$ cat config.mk
export PLATFORM = sky130hd
export DESIGN_NAME = me_mv_writer
export DESIGN_NICKNAME = d
export VERILOG_FILES = /design/src/rtl/me_pkg.sv /design/src/rtl/me_result_fifo.sv /design/src/rtl/me_mv_writer.sv
export SDC_FILE = /design/constraint.sdc
export NUM_CORES = 1
export LEC_CHECK = 0
export ABC_CLOCK_PERIOD_IN_PS = 3400
export CAP_MARGIN = 5
export CELL_PAD_IN_SITES_DETAIL_PLACEMENT = 0
export CELL_PAD_IN_SITES_GLOBAL_PLACEMENT = 1
export CORE_MARGIN = 10
export CORE_UTILIZATION = 45
export DETAILED_ROUTE_END_ITERATION = 16
export PLACE_DENSITY = 0.85
export SETUP_SLACK_MARGIN = 0.1
export SLEW_MARGIN = 40
export SYNTH_ARGS = -nofsm -noshare
export SYNTH_HDL_FRONTEND = slang
export SYNTH_HIERARCHICAL = 1
export SYNTH_SLANG_ARGS = --single-unit
$ cat constraint.sdc
create_clock -name clk -period 3.4 [get_ports clk]
set_input_delay 0.51 -clock clk [delete_from_list [all_inputs] [get_ports clk]]
set_output_delay 0.51 -clock clk [all_outputs]
set_load 0.05 [all_outputs]
$ cat src/rtl/me_pkg.sv
// Shared definitions for the motion-estimation result path: packed-word
// field positions, vector width and the memory-writer FSM state encoding.
package me_pkg;

  localparam int MV_WIDTH = 6;

  localparam int MV_Y_MSB = 31;
  localparam int MV_Y_LSB = 26;
  localparam int MV_X_MSB = 25;
  localparam int MV_X_LSB = 20;
  localparam int SAD_LSB  = 0;

  typedef enum logic {
    IDLE  = 1'b0,
    WRITE = 1'b1
  } wr_state_t;

endpackage

$ cat src/rtl/me_result_fifo.sv
// Synchronous FIFO with wrap-bit pointers; the head is the entry at the read
// pointer and stays put until it is popped.
module me_result_fifo #(
  parameter int WIDTH = 32,
  parameter int DEPTH = 4
) (
  input  logic                     clk,
  input  logic                     rst,
  input  logic                     push_i,
  input  logic                     pop_i,
  input  logic [WIDTH-1:0]         data_i,
  output logic [WIDTH-1:0]         head_o,
  output logic                     full_o,
  output logic                     empty_o,
  output logic [$clog2(DEPTH):0]   level_o
);

  localparam int AW = $clog2(DEPTH);

  logic [WIDTH-1:0] mem_q [DEPTH];
  logic [AW:0]      wr_ptr_q, wr_ptr_d;
  logic [AW:0]      rd_ptr_q, rd_ptr_d;
  logic             do_push;
  logic             do_pop;

  assign empty_o = (wr_ptr_q == rd_ptr_q);
  assign full_o  = (wr_ptr_q[AW] != rd_ptr_q[AW]) &&
                   (wr_ptr_q[AW-1:0] == rd_ptr_q[AW-1:0]);
  assign level_o = wr_ptr_q - rd_ptr_q;
  assign head_o  = mem_q[rd_ptr_q[AW-1:0]];

  // A push into a full FIFO is only taken when the head leaves in the same cycle.
  assign do_pop  = pop_i & ~empty_o;
  assign do_push = push_i & (~full_o | do_pop);

  assign wr_ptr_d = do_push ? wr_ptr_q + 1'b1 : wr_ptr_q;
  assign rd_ptr_d = do_pop  ? rd_ptr_q + 1'b1 : rd_ptr_q;

  always_ff @(posedge clk) begin
    if (rst) begin
      wr_ptr_q <= '0;
      rd_ptr_q <= '0;
    end else begin
      wr_ptr_q <= wr_ptr_d;
      rd_ptr_q <= rd_ptr_d;
    end
  end

  always_ff @(posedge clk) begin
    if (do_push) begin
      mem_q[wr_ptr_q[AW-1:0]] <= data_i;
    end
  end

endmodule

$ cat src/rtl/me_mv_writer.sv
// Captures one ME result per data_valid rising edge, packs it into a 32-bit
// motion-vector word and streams the buffered words to the MV memory.
module me_mv_writer
  import me_pkg::*;
#(
  parameter int          SAD_BIT_WIDTH    = 14,
  parameter int          MV_OFFSET        = 8,
  parameter int          FIFO_DEPTH       = 4,
  parameter int          BLOCKS_PER_FRAME = 1024,
  parameter logic [31:0] BASE_ADDR        = 32'h0000_0000,
  parameter int          ADDR_STEP        = 4
) (
  input  logic                     clk,
  input  logic                     rst,
  input  logic [SAD_BIT_WIDTH-1:0] msad_i,
  input  logic [4:0]               msad_column_i,
  input  logic [4:0]               msad_row_i,
  input  logic                     data_valid_i,
  output logic [31:0]              mv_mem_addr,
  output logic [31:0]              mv_mem_data,
  output logic                     mv_mem_we,
  input  logic                     mv_mem_ready,
  output logic [15:0]              block_count,
  output logic                     frame_done,
  output logic                     overflow,
  output wr_state_t                dbg_state_o
);

  localparam int LW = $clog2(FIFO_DEPTH) + 1;

  logic             dv_q;
  logic             push;
  logic             pop;
  logic [MV_WIDTH-1:0] mv_x, mv_y;
  logic [31:0]      packed_word;
  logic [31:0]      fifo_head;
  logic             fifo_full, fifo_empty;
  logic [LW-1:0]    fifo_level;
  wr_state_t        state_q, state_d;
  logic [31:0]      addr_q;
  logic [15:0]      count_q;
  logic             frame_done_q;
  logic             overflow_q;

  assign push = data_valid_i & ~dv_q;
  assign pop  = (state_q == WRITE) & mv_mem_ready;

  // Column/row 0..31 minus the window origin always fits 6-bit two's complement.
  assign mv_x = {1'b0, msad_column_i} - MV_WIDTH'(MV_OFFSET);
  assign mv_y = {1'b0, msad_row_i}    - MV_WIDTH'(MV_OFFSET);

  always_comb begin
    packed_word = '0;
    packed_word[MV_Y_MSB:MV_Y_LSB] = mv_y;
    packed_word[MV_X_MSB:MV_X_LSB] = mv_x;
    packed_word[SAD_LSB +: SAD_BIT_WIDTH] = msad_i;
  end

  me_result_fifo #(
    .WIDTH (32),
    .DEPTH (FIFO_DEPTH)
  ) u_fifo (
    .clk     (clk),
    .rst     (rst),
    .push_i  (push),
    .pop_i   (pop),
    .data_i  (packed_word),
    .head_o  (fifo_head),
    .full_o  (fifo_full),
    .empty_o (fifo_empty),
    .level_o (fifo_level)
  );

  // A push into an empty FIFO is always accepted, so it can start the write
  // request one cycle after the edge.
  always_comb begin
    state_d = state_q;
    case (state_q)
      IDLE: begin
        if (!fifo_empty || push) state_d = WRITE;
      end
      WRITE: begin
        if (mv_mem_ready && (fifo_level == LW'(1)) && !push) state_d = IDLE;
      end
      default: state_d = IDLE;
    endcase
  end

  always_ff @(posedge clk) begin
    if (rst) begin
      dv_q         <= 1'b0;
      state_q      <= IDLE;
      addr_q       <= BASE_ADDR;
      count_q      <= '0;
      frame_done_q <= 1'b0;
      overflow_q   <= 1'b0;
    end else begin
      dv_q         <= data_valid_i;
      state_q      <= state_d;
      frame_done_q <= 1'b0;
      if (push && fifo_full && !pop) overflow_q <= 1'b1;
      if (pop) begin
        if (count_q == 16'(BLOCKS_PER_FRAME - 1)) begin
          count_q      <= '0;
          addr_q       <= BASE_ADDR;
          frame_done_q <= 1'b1;
        end else begin
          count_q <= count_q + 16'd1;
          addr_q  <= addr_q + 32'(ADDR_STEP);
        end
      end
    end
  end

  assign mv_mem_we   = (state_q == WRITE);
  assign mv_mem_data = (state_q == WRITE) ? fifo_head : 32'h0;
  assign mv_mem_addr = addr_q;
  assign block_count = count_q;
  assign frame_done  = frame_done_q;
  assign overflow    = overflow_q;
  assign dbg_state_o = state_q;

endmodule

==> impl.org <==
** Outcome
- The run finished with clean final reports.

** Worst setup path
- Category of the critical setup timing path :: flip-flop to output port
- Critical path's largest stage delay :: 710 ps
- At the worst endpoint, the arrival time is 2510 ps.
- Master of the slowest instance on the critical path :: sky130_fd_sc_hd__clkdlybuf4s50_1
- The worst setup path is captured at an output port.
- In this run the worst path has a maximum fanout of 14.
- CP cell instances :: buf_4 -> mux4_2 -> and2_1 -> clkdlybuf4s50_1
- Kind of start point of the critical path :: flip-flop
- For the worst flop-to-flop path, the logic depth is 5.
- STA puts the critical path data required time at 2890 ps.

** Place
- Buffers placed on the I/O ports in this run total 109.
- Detailed placement finished with a half-perimeter wire length of 11300 um.
- Once placement finished, the instance area stood at 9190 um2.
- After detailed placement, the design holds a cell count of 875.
- At the end of routability-driven placement, the weighted congestion stood at 0.829.
- OpenSTA, run right after detailed placement, puts the worst setup slack at 603 ps.

** Clock tree
- Number of hold-repair buffers added at the cts stage :: 0
- The tree built by TritonCTS fans out to 186 sinks.
- Root cell of the clock tree :: sky130_fd_sc_hd__clkbuf_16
- Number of post-CTS setup repair buffers :: 0
- Clock-pin slew was measured on the worst setup and hold paths at 70 ps.
- TritonCTS built the clock tree.
- The H-tree was split into 4 levels.
- Post-CTS sizing :: 0
- The clock passes through at most 2 buffers.
- Clock tree synthesis inserted a total of 17 buffers.
- Clk_lat worst skew :: 430 ps

** Timing
- Setup Skew :: 8.57 ps
- For the pin with the worst max-slew slack, the measured transition is 583 ps.
- For this run, the top clock speed supported by timing is 332 MHz.
- Fin crit share :: 0.887
- Number of endpoints with negative hold slack in the final report :: 0
- Setup violations remaining at the end of the flow were counted as 0.
- Minimum setup slack in the final design :: 384 ps
- The tightest hold path in the finished design has a slack of 481 ps.
- Time the final worst path needs with I/O delays and setup :: 3020 ps
- The number of pins exceeding their max-slew limit in the final report was 0.
- Total negative slack for setup checks :: 0 ps
- RSZ-0062 raised after global routing :: no
- Max-Slew Margin vs Limit :: 0.610

** Min path
- Worst hold stages :: 2
- The min-delay analysis places its worst path in the category flip-flop to flip-flop.

** Synth
- Total of flip-flops plus latches after synthesis :: 186
- Cell types occupying the most area after synthesis :: sky130_fd_sc_hd__edfxtp_1, sky130_fd_sc_hd__dfxtp_1, sky130_fd_sc_hd__mux4_2, sky130_fd_sc_hd__and2_1, sky130_fd_sc_hd__xnor2_1
- Sequential share of the synthesized area :: 0.649
- Synthesis instantiated 49 different standard cells from the library.
- The cell area that synthesis handed to floorplanning was 7710 um2.
- Counting flops with an async set or reset pin after synthesis yields a share of 0.
- Of the post-synthesis cell area, the dominant cell type holds 0.499.
- Synthesized instance count :: 535
- Number of warning messages in the yosys log :: 6
- The average instance in the mapped netlist occupies 14.4 um2.
- Cell taking the most area after synthesis :: sky130_fd_sc_hd__edfxtp_1
- The synthesized design contains 128 enable-type register cells.
- Most used DFF post-synth :: sky130_fd_sc_hd__edfxtp_1

** Run
- The tool flagged a number of max-cap violations equal to 0.

** Detailed routing
- Before antenna repair, the detailed router went through 4 iterations.
- Post-detailed-route wirelength per cell :: 18.1 um
- Vias per cell :: 5.40
- After detailed routing, the total wire length is 16400 um.
- In this run the remaining antenna-violating nets after routing total 0.
- Total number of vias :: 4894
- Initial drt markers :: 296
- For this run, design rule violations remaining after detail routing come to 0.

** Floorplanning
- 112 I/O pins were placed.
- After floorplanning, the core was divided into 47 placement rows.
- For this configuration, the core starts out at a cell density of 0.461.
- Height of the die :: 151 um
- Die area :: 22800 um2
- Width of the chip :: 151 um
- Core Footprint :: 16700 um2

** Global routing
- For this run, the total global-route usage over all layers was measured as 0.146.
- The first global-routing pass estimated 26200 um of wire.
- The total overflow left after global routing is 0.
- Number of antenna violations at the first check in global routing :: 0
- Largest net degree at the start of global routing :: 34
- Via count of the first global-routing pass :: 4891

** Layout
- Of the cells placed in the final design, the portion with a size suffix greater than 1 is 0.131.
- Fill cells in the final layout number 1311.
- In the final design database the tool counted 714 nets.
- The area growth from synthesis to layout is 27.1%.
- 0 antenna diodes ended up in the layout.
- With fillers left out, the area of the finished cells amounts to 9790 um2.
- Count of non-filler cells in the finished layout :: 907

** Power
- Leakage power figure :: 3.20 nW
- The worst-case IR drop observed on VDD is 347 uV.
- Power density over the cells :: 532 nW/um2
[registers in the layout, indices dropped and copies added (netlist names), named ones only]
| register | cells |
|---|---|
| u_fifo/rd_ptr_q | 3 |
| mv_mem_addr | 30 |
| overflow | 1 |
| u_fifo/mem_q | 128 |
| u_fifo/wr_ptr_q | 3 |
| dbg_state_o | 1 |
| frame_done | 1 |
| block_count | 16 |
| dv_q | 1 |
[cells by family (layout without fill, tap and decap cells)]
group	Yosys count	count (layout)	synth area share
buffers and inverters	44	171	0.0250
adders and majority gates	12	12	0.0205
DFF	186	186	0.649
muxes	39	39	0.104
xor gates and xnor gates	25	25	0.0284
AOI/OAI and AO/OA	53	53	0.0448
and+or+nand+nor	175	175	0.128
other	1	26	0.000487
[stage by stage]
step           utilization  total power [W]
2_1_floorplan            -          0.00303
3_3_place_gp         0.550          0.00328
3_5_place_dp         0.550          0.00329
4_1_cts              0.586          0.00527
5_1_grt              0.586          0.00542
6_report             0.586          0.00521
[area by class of cell]
| cell class | instances | area [um2] | area share |
|---|---|---|---|
| Timing Repair Buffer | 121 | 1230 | 0.126 |
| Tap cell | 220 | 275 | 0.0281 |
| Clock inverter | 15 | 175 | 0.0179 |
| Multi-Input combinational cell | 330 | 2610 | 0.267 |
| Inverter | 18 | 67.6 | 0.00690 |
| Clock buffer | 17 | 425 | 0.0434 |
| Sequential cell | 186 | 5010 | 0.511 |
[cell usage after synthesis, types with 12 or more instances]
cell type and n:
sky130_fd_sc_hd__a21oi_1 20, sky130_fd_sc_hd__and2_1 35, sky130_fd_sc_hd__clkbuf_1 12, sky130_fd_sc_hd__dfxtp_1 58, sky130_fd_sc_hd__edfxtp_1 128, sky130_fd_sc_hd__inv_1 18, sky130_fd_sc_hd__mux4_2 32, sky130_fd_sc_hd__nand2_1 21
sky130_fd_sc_hd__nand3_1 13, sky130_fd_sc_hd__nand4_1 13, sky130_fd_sc_hd__nor2_1 37, sky130_fd_sc_hd__o31ai_1 15, sky130_fd_sc_hd__or4_1 18, sky130_fd_sc_hd__xnor2_1 18
[cell usage in the layout (no fill, tap or decap), types with 15 or more instances in the layout]
cell type,netlist,layout
sky130_fd_sc_hd__a21oi_1,20,20
sky130_fd_sc_hd__and2_1,35,32
sky130_fd_sc_hd__clkbuf_16,0,17
sky130_fd_sc_hd__clkdlybuf4s50_1,0,109
sky130_fd_sc_hd__conb_1,1,26
sky130_fd_sc_hd__dfxtp_1,58,56
sky130_fd_sc_hd__edfxtp_1,128,128
sky130_fd_sc_hd__inv_1,18,18
sky130_fd_sc_hd__mux4_2,32,32
sky130_fd_sc_hd__nand2_1,21,21
sky130_fd_sc_hd__nor2_1,37,37
sky130_fd_sc_hd__o31ai_1,15,15
sky130_fd_sc_hd__or4_1,18,18
sky130_fd_sc_hd__xnor2_1,18,18
[power breakdown]
part           internal [W]  switching [W]  total [W]
sequential          0.00250      0.0000317    0.00254
combinational      0.000269       0.000429   0.000697
clock               0.00106       0.000917    0.00197
[worst max-delay path, delay by kind of cell, from the launching register on]
family | cells | cell delay, ps
buffers and inverters | 2 | 990
flip-flops | 1 | 580
AND/OR/NAND/NOR | 1 | 200
multiplexers | 1 | 310
[layer usage]
metal | global-route usage | wire length, um
met1 | 0.192 | 7190
met5 | 0 | 0
met2 | 0.227 | 7720
met4 | 0.0452 | 219
met3 | 0.0442 | 1280
[worst paths after layout]
path         slack [ps]            start         endpoint
max                 380        flip-flop  mv_mem_data[14]
max reg2reg        1040   mv_mem_addr[2]  mv_mem_addr[30]
min                 480  mv_mem_addr[31]  mv_mem_addr[31]
min reg2reg         480  mv_mem_addr[31]  mv_mem_addr[31]
Note: power is estimated with default switching activity, not from simulation.
